## src/rtl/imem_loader_pkg.sv

```systemverilog
// Shared types and widths for the instruction-memory program loader.
package imem_loader_pkg;

  typedef enum logic [2:0] {
    ST_IDLE   = 3'd0,
    ST_LEN_LO = 3'd1,
    ST_LEN_HI = 3'd2,
    ST_DATA   = 3'd3,
    ST_WRITE  = 3'd4,
    ST_CHECK  = 3'd5,
    ST_DONE   = 3'd6,
    ST_ERR    = 3'd7
  } loader_state_t;

  localparam int unsigned HDR_BYTES  = 2;
  localparam int unsigned WORD_BYTES = 4;
  localparam int unsigned CKS_W      = 8;
  localparam int unsigned BYTE_W     = 8;
  localparam int unsigned WORD_W     = WORD_BYTES * BYTE_W;
  localparam int unsigned LEN_W      = HDR_BYTES * BYTE_W;
  localparam int unsigned IDX_W      = $clog2(WORD_BYTES);

endpackage

```

## src/rtl/loader_byte_packer.sv

```systemverilog
// Little-endian byte-to-word assembler: first pushed byte lands in [7:0].
module loader_byte_packer
  import imem_loader_pkg::*;
(
  input  logic              clk,
  input  logic              rst,
  input  logic              clr_i,
  input  logic              push_i,
  input  logic [BYTE_W-1:0] byte_i,
  output logic [WORD_W-1:0] word_o,
  output logic              full_o
);

  logic [IDX_W-1:0]  idx_q;
  logic [WORD_W-1:0] word_q;

  // Byte index and assembly register; index wraps after the last byte of a word.
  always_ff @(posedge clk or negedge rst) begin
    if (!rst) begin
      idx_q  <= '0;
      word_q <= '0;
    end else if (clr_i) begin
      idx_q  <= '0;
      word_q <= '0;
    end else if (push_i) begin
      word_q[{idx_q, 3'b000} +: BYTE_W] <= byte_i;
      idx_q                             <= idx_q + IDX_W'(1);
    end
  end

  assign word_o = word_q;
  // High while the next push completes a word.
  assign full_o = (idx_q == IDX_W'(WORD_BYTES - 1));

endmodule

```

## src/rtl/imem_loader.sv

```systemverilog
// Program loader: frames a byte stream (length, LE words, optional checksum)
// into instruction-memory word writes and holds the core until a clean load.
// Optional trailing checksum byte enabled by defining LOADER_CHECKSUM_EN.
module imem_loader
  import imem_loader_pkg::*;
#(
  parameter int unsigned N  = 20,
  parameter int unsigned AW = $clog2(N) + 2
) (
  input  logic        clk,
  input  logic        rst,
  input  logic        start_i,
  input  logic [7:0]  byte_i,
  input  logic        byte_valid_i,
  output logic        byte_ready_o,
  output logic        wr_en_o,
  output logic [31:0] wr_addr_o,
  output logic [31:0] wr_data_o,
  output logic        core_hold_o,
  output logic        done_o,
  output logic        err_o
);

`ifdef LOADER_CHECKSUM_EN
  localparam loader_state_t LAST_ST = ST_CHECK;
`else
  localparam loader_state_t LAST_ST = ST_DONE;
`endif

  loader_state_t     state_q, state_d;
  logic [LEN_W-1:0]  len_q;
  logic [LEN_W-1:0]  cnt_q;
  logic [AW-1:0]     addr_q;
  logic [LEN_W-1:0]  hdr_len;
  logic              accept;
  logic              start_ok;
  logic [WORD_W-1:0] pk_word;
  logic              pk_full;
  logic              pk_push;

  logic              ready_q, ready_d;
  logic              wr_en_q, wr_en_d;
  logic [31:0]       wr_addr_q, wr_addr_d;
  logic [31:0]       wr_data_q, wr_data_d;
  logic              hold_q, hold_d;
  logic              done_q, done_d;
  logic              err_q, err_d;

  assign accept   = byte_valid_i && ready_q;
  assign start_ok = start_i && ((state_q == ST_IDLE) || (state_q == ST_DONE) ||
                                (state_q == ST_ERR));
  assign hdr_len  = {byte_i, len_q[7:0]};
  assign pk_push  = (state_q == ST_DATA) && accept;

  loader_byte_packer u_packer (
    .clk    (clk),
    .rst    (rst),
    .clr_i  (start_ok),
    .push_i (pk_push),
    .byte_i (byte_i),
    .word_o (pk_word),
    .full_o (pk_full)
  );

`ifdef LOADER_CHECKSUM_EN
  logic [CKS_W-1:0] cks_q;

  // Running XOR of payload bytes only.
  always_ff @(posedge clk or negedge rst) begin
    if (!rst) begin
      cks_q <= '0;
    end else if (start_ok) begin
      cks_q <= '0;
    end else if (pk_push) begin
      cks_q <= cks_q ^ byte_i;
    end
  end
`endif

  // State register.
  always_ff @(posedge clk or negedge rst) begin
    if (!rst) begin
      state_q <= ST_IDLE;
    end else begin
      state_q <= state_d;
    end
  end

  // Next-state logic.
  always_comb begin
    state_d = state_q;
    case (state_q)
      ST_IDLE, ST_DONE, ST_ERR: begin
        if (start_i) state_d = ST_LEN_LO;
      end
      ST_LEN_LO: begin
        if (accept) state_d = ST_LEN_HI;
      end
      ST_LEN_HI: begin
        if (accept) begin
          if (hdr_len > LEN_W'(N))  state_d = ST_ERR;
          else if (hdr_len == '0)   state_d = LAST_ST;
          else                      state_d = ST_DATA;
        end
      end
      ST_DATA: begin
        if (accept && pk_full) state_d = ST_WRITE;
      end
      ST_WRITE: begin
        state_d = ((cnt_q + LEN_W'(1)) == len_q) ? LAST_ST : ST_DATA;
      end
`ifdef LOADER_CHECKSUM_EN
      ST_CHECK: begin
        if (accept) state_d = (byte_i == cks_q) ? ST_DONE : ST_ERR;
      end
`endif
      default: state_d = ST_IDLE;
    endcase
  end

  // Output values for the coming cycle, derived from the next state.
  always_comb begin
    ready_d   = (state_d == ST_LEN_LO) || (state_d == ST_LEN_HI) ||
                (state_d == ST_DATA)   || (state_d == ST_CHECK);
    wr_en_d   = (state_d == ST_WRITE);
    wr_addr_d = '0;
    wr_data_d = '0;
    if (wr_en_d) begin
      wr_addr_d = 32'(addr_q);
      wr_data_d = {byte_i, pk_word[23:0]};
    end
    hold_d    = (state_d != ST_DONE);
    done_d    = (state_d == ST_DONE);
    err_d     = (state_d == ST_ERR);
  end

  // Output registers.
  always_ff @(posedge clk or negedge rst) begin
    if (!rst) begin
      ready_q   <= 1'b0;
      wr_en_q   <= 1'b0;
      wr_addr_q <= '0;
      wr_data_q <= '0;
      hold_q    <= 1'b1;
      done_q    <= 1'b0;
      err_q     <= 1'b0;
    end else begin
      ready_q   <= ready_d;
      wr_en_q   <= wr_en_d;
      wr_addr_q <= wr_addr_d;
      wr_data_q <= wr_data_d;
      hold_q    <= hold_d;
      done_q    <= done_d;
      err_q     <= err_d;
    end
  end

  // Length header, word counter and write address.
  always_ff @(posedge clk or negedge rst) begin
    if (!rst) begin
      len_q  <= '0;
      cnt_q  <= '0;
      addr_q <= '0;
    end else if (start_ok) begin
      len_q  <= '0;
      cnt_q  <= '0;
      addr_q <= '0;
    end else begin
      if ((state_q == ST_LEN_LO) && accept) len_q[7:0]  <= byte_i;
      if ((state_q == ST_LEN_HI) && accept) len_q[15:8] <= byte_i;
      if (state_q == ST_WRITE) begin
        cnt_q  <= cnt_q + LEN_W'(1);
        addr_q <= addr_q + AW'(WORD_BYTES);
      end
    end
  end

  assign byte_ready_o = ready_q;
  assign wr_en_o      = wr_en_q;
  assign wr_addr_o    = wr_addr_q;
  assign wr_data_o    = wr_data_q;
  assign core_hold_o  = hold_q;
  assign done_o       = done_q;
  assign err_o        = err_q;

endmodule

```

## config.mk

```make
export PLATFORM = sky130hd
export DESIGN_NAME = imem_loader
export DESIGN_NICKNAME = d
export VERILOG_FILES = /design/src/rtl/imem_loader_pkg.sv /design/src/rtl/loader_byte_packer.sv /design/src/rtl/imem_loader.sv
export SDC_FILE = /design/constraint.sdc
export NUM_CORES = 1
export LEC_CHECK = 0
export ABC_CLOCK_PERIOD_IN_PS = 2700
export CORE_ASPECT_RATIO = 1.75
export CORE_MARGIN = 2
export CORE_UTILIZATION = 46
export CTS_CLUSTER_DIAMETER = 50
export DETAILED_ROUTE_END_ITERATION = 10
export GPL_ROUTABILITY_DRIVEN = 0
export PLACE_DENSITY = 0.69
export SLEW_MARGIN = 5
export SYNTH_ARGS = -nofsm -noshare
export SYNTH_HDL_FRONTEND = slang
export SYNTH_SLANG_ARGS = --single-unit
```

## constraint.sdc

```tcl
create_clock -name clk -period 2.7 [get_ports clk]
set_input_delay 0.54 -clock clk [delete_from_list [all_inputs] [get_ports clk]]
set_output_delay 0.54 -clock clk [all_outputs]
set_load 0.02 [all_outputs]
```

== Yosys cells after proc, flatten, opt, wreduce, memory -nomap -nowiden ==
Cells that the tools add are included.

* Add/subtract/negate cells: 4
* Order comparisons: 1
* Equality and inequality tests: 16
* Shift operators: 2
* Muxes and demuxes: 22
* Reductions and logical operators: 18

{| class="wikitable"
|+ Operators by type and width
! operator !! count
|-
| 32-bit 2-to-1 mux || 3
|-
| 16-bit 2-to-1 mux || 3
|-
| 32-bit bitwise mux || 1
|-
| 8-bit by 7-bit variable shift with 32-bit output, first input constant || 1
|-
| 8-bit by 7-bit variable part select with 32-bit output || 1
|-
| 3-bit equality test, second input constant || 7
|-
| 3-bit 2-to-1 mux || 7
|-
| 7-bit 2-to-1 mux || 3
|-
| 16-bit by 1-bit adder with 16-bit output, second input constant || 1
|-
| 16-bit equality test || 1
|-
| 16-bit by 5-bit > comparator with 1-bit output, second input constant || 1
|-
| 16-bit zero test || 1
|-
| 8-bit 2-to-1 mux || 2
|-
| 3-bit one-hot mux with 5 select lines || 1
|-
| 3-bit by 2-bit equality test with 1-bit output, second input constant || 4
|-
| 2-bit nonzero test || 4
|-
| 7-bit by 3-bit adder with 7-bit output, second input constant || 1
|-
| 5-bit negator with 7-bit output || 1
|-
| 3-bit by 1-bit equality test with 1-bit output, second input constant || 2
|-
| 1-bit logical AND || 6
|-
| 1-bit logical OR || 5
|-
| 2-bit 2-to-1 mux || 2
|-
| 3-bit zero test || 1
|-
| 3-bit != test, second input constant || 1
|-
| other kinds (3) || 3
|}

* Register bits: 145
* Output and inout port bits: 69
* Logic and storage cells: 77

== Logic depth before layout (Yosys ltp) ==
* Depth in word-level cells: 9
* Mapped depth: 10
* Gate-level depth less buffers: 8

== Modules after synthesis ==
A second synthesis with hierarchy kept.

* Cell total of the unflattened synthesis: 509
* Area, all modules: 5560.3 um^2

{| class="wikitable"
|+ By module, submodules not included
! module !! times used !! cells an instance !! area each (um^2) !! sequential area each (um^2)
|-
| imem_loader || 1 || 405 || 4091.4 || 2078.2
|-
| loader_byte_packer || 1 || 104 || 1468.9 || 850.8
|}

== Worst setup path before layout ==
Ideal clock, no wire load.

* Path kind: reg-to-reg
* Start point: register cnt_q[0]
* End point: register ready_q, in the netlist byte_ready_o
* Setup time: 0.120 ns
* Arrival: 2.185 ns
* Slack: 0.396 ns
* Cell stages (with the launch flop): 9
* Clock period less this slack: 2.304 ns
* Cells stage by stage: dfrtp_1 > ha_1 > nand4_2 > nor4_1 > xnor2_1 > o2111ai_1 > nor4_4 > a21boi_2 > and3_1

* Cells in the longest elaborated chain, start to end: 8

{| class="wikitable"
|+ RTL lines
! what !! RTL line !! text
|-
| from (decl) || imem_loader.sv:32 || <nowiki>logic [LEN_W-1:0] cnt_q;</nowiki>
|-
| from (signal assigned) || imem_loader.sv:172 || <nowiki>cnt_q <= cnt_q + LEN_W'(1);</nowiki>
|-
| 16-bit by 1-bit adder with 16-bit output * || imem_loader.sv:110 || <nowiki>state_d = ((cnt_q + LEN_W'(1)) == len_q) ? LAST_ST : ST_DATA;</nowiki>
|-
| 16-bit equality test * || imem_loader.sv:110 ||
|-
| 3-bit 2-to-1 mux * || imem_loader.sv:110 ||
|-
| 3-bit one-hot mux with 5 select lines * || imem_loader.sv:92 || <nowiki>case (state_q)</nowiki>
|-
| 3-bit by 1-bit equality test with 1-bit output or 3-bit by 2-bit equality test with 1-bit output (tied branches) || imem_loader.sv:123 || <nowiki>ready_d = (state_d == ST_LEN_LO) || (state_d == ST_LEN_HI) ||</nowiki>
|-
| 1-bit logical OR (2 in series) || imem_loader.sv:123 ||
|-
| 1-bit logical OR * || imem_loader.sv:124 || <nowiki>(state_d == ST_DATA) || (state_d == ST_CHECK);</nowiki>
|-
| net ready_d || imem_loader.sv:41 || <nowiki>logic ready_q, ready_d;</nowiki>
|-
| to (signal assigned) || imem_loader.sv:148 || <nowiki>ready_q <= ready_d;</nowiki>
|-
| to (decl) || imem_loader.sv:41 ||
|}

The timed path passes the listed nets; every way through them passes the cells marked *.
A chain may end at the register's enable or synchronous reset.

== Final worst setup path ==
* Start point: register cnt_q[1]
* End point: register ready_q, in the netlist byte_ready_o

Same word-level chain as after synthesis.

==> results by group <==
Status
  • Status: complete, no violations

CTS
  • CTS tree: yes
  • Post-CTS resize count: 0
  • Clk_lat worst skew: 0.35 ns
  • Post-CTS Hold Fix Bufs: 0
  • Total clock sinks: 109
  • Clock Pin Slew Worst Setup and Hold Paths: 0.07 ns
  • Clk buf depth: 2
  • CTS Root Cell: clkbuf_16
  • H-tree levels: 3
  • CTS Buf Count: 9
  • Setup Buffers After CTS: 0

Pwr
  • Leakage power: just under 3 nW
  • Peak supply drop: 475 uV
  • Power Dens Cells: 877 nW/um^2

Drt
  • Antenna-violating nets left: 0
  • Final WL: 11.5 mm
  • DRT iter0 DRCs: 195
  • Met3 Routed Length: about 400 um
  • Routed wl met2: about 6.2 mm
  • M1 WL: about 4.4 mm
  • Via count: 3,763
  • TritonRoute pass-1 iters: 4
  • Wire per inst: 17.2 um
  • Max Used Layer: met4
  • Drt via density: 5.62
  • DRC: 0

Worst hold path
  • Tightest Hold Check Type: in2async

Floorplanning
  • Die X: 83.4 um
  • Die ar.: 11,900 um^2
  • Initial Util: 0.472
  • FP Rows: 50
  • Placeable core area: approximately 11,000 um^2
  • # IOs: a little over 80
  • Die H: 143 um

STA
  • Final Max Slew Viols: 0
  • RSZ-0062 raised after global routing: no
  • Relative slew slack: 0.573
  • Fin crit share: 0.922
  • Worst Clk Skew: 0.00825 ns
  • Max Fclk: 402 MHz
  • Least-Margin Pin Slew: 0.640 ns
  • Hold Vio Cnt, Final: 0
  • Fin crit period: 2.49 ns
  • Final setup violation count: 0

Logic synthesis
  • Asr flop ratio synth: 1.00
  • Syn Std Cell Area: 5080 um^2
  • Largest cells by area after synthesis: dfrtp_1, and3_1, a22o_1, buf_4, mux2i_1
  • EDFF count, synth: 0
  • YS warnings: 0
  • Top_reg_cell synth: dfrtp_1
  • Synth cell types: 51
  • Register bit total from synthesis: 109
  • Part of the Yosys area used for sequential elements: 0.537
  • Share of the synthesized area in the top cell type: 0.532
  • Dominant cell type by area after synthesis: dfrtp_1
  • Post-synthesis area per instance: 10.6 um^2
  • Gate Count Post-Synth: around 480

Final layout
  • Final instance count without filler cells: between 600 and 700
  • Final instance area: 6030 um^2
  • Share of post-route cells with drive strength above 1: 0.0946
  • Layout overhead on the synthesized area: 18.7%
  • Number of diodes: 0
  • Final #Nets: 553

Global route
  • Largest net degree at the start of global routing: 71
  • First-pass GRT wire length: 18.5 mm
  • Number of global-route vias before repair: 3,695
  • Initial antenna violation count: 0
  • GRT overflow: 0
  • GRT Overall Usage: 0.195

Placement
  • # port buffers: 55
  • DP Area: ~5700 um^2
  • Post-placement cell count: 654
  • DP HPWL: 8.19 mm

Worst setup path
  • Crit end category: flop
  • CP startpoint kind: flop
  • Crit Path Max Fanout: 6
  • Critical Path RT: 2.94 ns
  • Arrival @ worst endpoint: 2.73 ns
  • Critical path type: reg2reg

Flow run
  • Total of max-cap violations: 0
==> cells in the mapped netlist, types with 3 or more instances <==
cell / instances
dfrtp_1: 108
nor3_1: 8
buf_2: 3
buf_1: 3
nor2_1: 47
and3_1: 40
buf_4: 27
o31ai_1: 5
xor2_1: 13
a22o_1: 24
clkbuf_1: 22
and4_1: 3
nand2b_1: 3
xnor2_1: 13
a21oi_1: 13
nor4_1: 8
ha_1: 6
nand4_1: 5
nand2_1: 30
mux2i_1: 18
or3_1: 6
o21ai_0: 26
nand3_1: 7
==> placed cells by master, fill, tap and decap left out, types with 3 or more instances in the layout <==
cell type,instances
clkbuf_16,9
nand3_1,7
dfrtp_1,108
a21oi_1,13
and4_1,3
conb_1,26
nor3_1,8
o31ai_1,5
clkdlybuf4s50_1,54
nor2_1,46
nand2b_1,3
nor4_1,8
ha_1,6
buf_4,24
nand2_1,30
nand4_1,5
or3_1,6
a22o_1,24
xnor2_1,13
and3_1,40
o21ai_0,26
mux2i_1,18
xor2_1,13
==> flip-flops by register name, summed over array words and instances (netlist names), 2 cells and up <==
register         count
addr_q               5
state_q              3
u_packer.idx_q       2
wr_addr_o            6
u_packer.word_o     24
cnt_q               16
wr_data_o           32
len_q               16
==> worst max-delay path, stage by stage, from the launching register on <==
cell and delay [ns]:
dfrtp_1 0.42, ha_1 0.30, nand4_2 0.22, nor3_1 0.36, xnor2_1 0.18, o2111ai_1 0.21
nor4_4 0.41, a21boi_2 0.11, and3_1 0.18
==> cell families (layout without fill, tap and decap cells) <==
group | Yosys count | after routing | share of synthesized area
flip-flops | 109 | 109 | 0.537
buffers and inverters | 59 | 96 | 0.0673
other | 1 | 26 | 0.000739
adder cells (fa/ha/maj) | 6 | 6 | 0.0148
AND/OR/NAND/NOR | 173 | 173 | 0.184
XOR/XNOR | 26 | 26 | 0.0448
AO/OA/AOI/OAI | 85 | 85 | 0.115
multiplexers | 18 | 18 | 0.0355
==> area by class of cell <==
cell class | instances | area, um^2
sequential | 109 | 2730
fill | 958 | 4730
multi-input combinational | 334 | 2110
inverter | 2 | 7.51
tap | 130 | 163
clock buffer | 9 | 225
timing repair buffer | 79 | 741
clock inverter | 6 | 56.3
==> routing by layer <==
metal  vias to the layer above  global-route usage
li1                       1743                   -
met5                         -                   0
met4                         0              0.0985
met2                       127               0.366
met1                      1859               0.214
met3                        34              0.0272
==> power breakdown <==
group	internal [mW]	switching [mW]	leakage, nW
registers	1.96	0.386	1.48
clock network	0.643	0.625	0.136
logic	0.712	0.957	1.31
total	3.32	1.97	2.93
==> per-stage QoR <==
stage                     hold WS, ns  total power [mW]   util  setup TNS, ns  worst slack, ns
after global placement          0.477              3.96  0.534              0           0.0195
after detailed placement        0.487              4.03  0.534        -0.0247          -0.0222
final                           0.159              5.29  0.560              0            0.211
after CTS                       0.182              5.31  0.560              0            0.173
after floorplan                 0.244              3.52      -              0            0.396
after global routing            0.203              5.59  0.560              0           0.0338
==> path summary, 6_finish.rpt <==
check                                          startpoint                        endpoint  cells after the start  slack (ns)
min in group clk           u_packer.word_o[7]$_DFFE_PN0P_  u_packer.word_o[7]$_DFFE_PN0P_                      1        0.50
max in group asynchronous                             rst            cnt_q[1]$_DFFE_PN0P_                      2        1.80
hold reg to reg            u_packer.word_o[7]$_DFFE_PN0P_  u_packer.word_o[7]$_DFFE_PN0P_                      1        0.50
hold / removal                                        rst          wr_addr_o[4]$_DFF_PN0_                      1        0.16
setup reg to reg                     cnt_q[1]$_DFFE_PN0P_          byte_ready_o$_DFF_PN0_                      8        0.21
setup / recovery                     cnt_q[1]$_DFFE_PN0P_          byte_ready_o$_DFF_PN0_                      8        0.21
No activity file was read; power rests on OpenSTA's default activity.
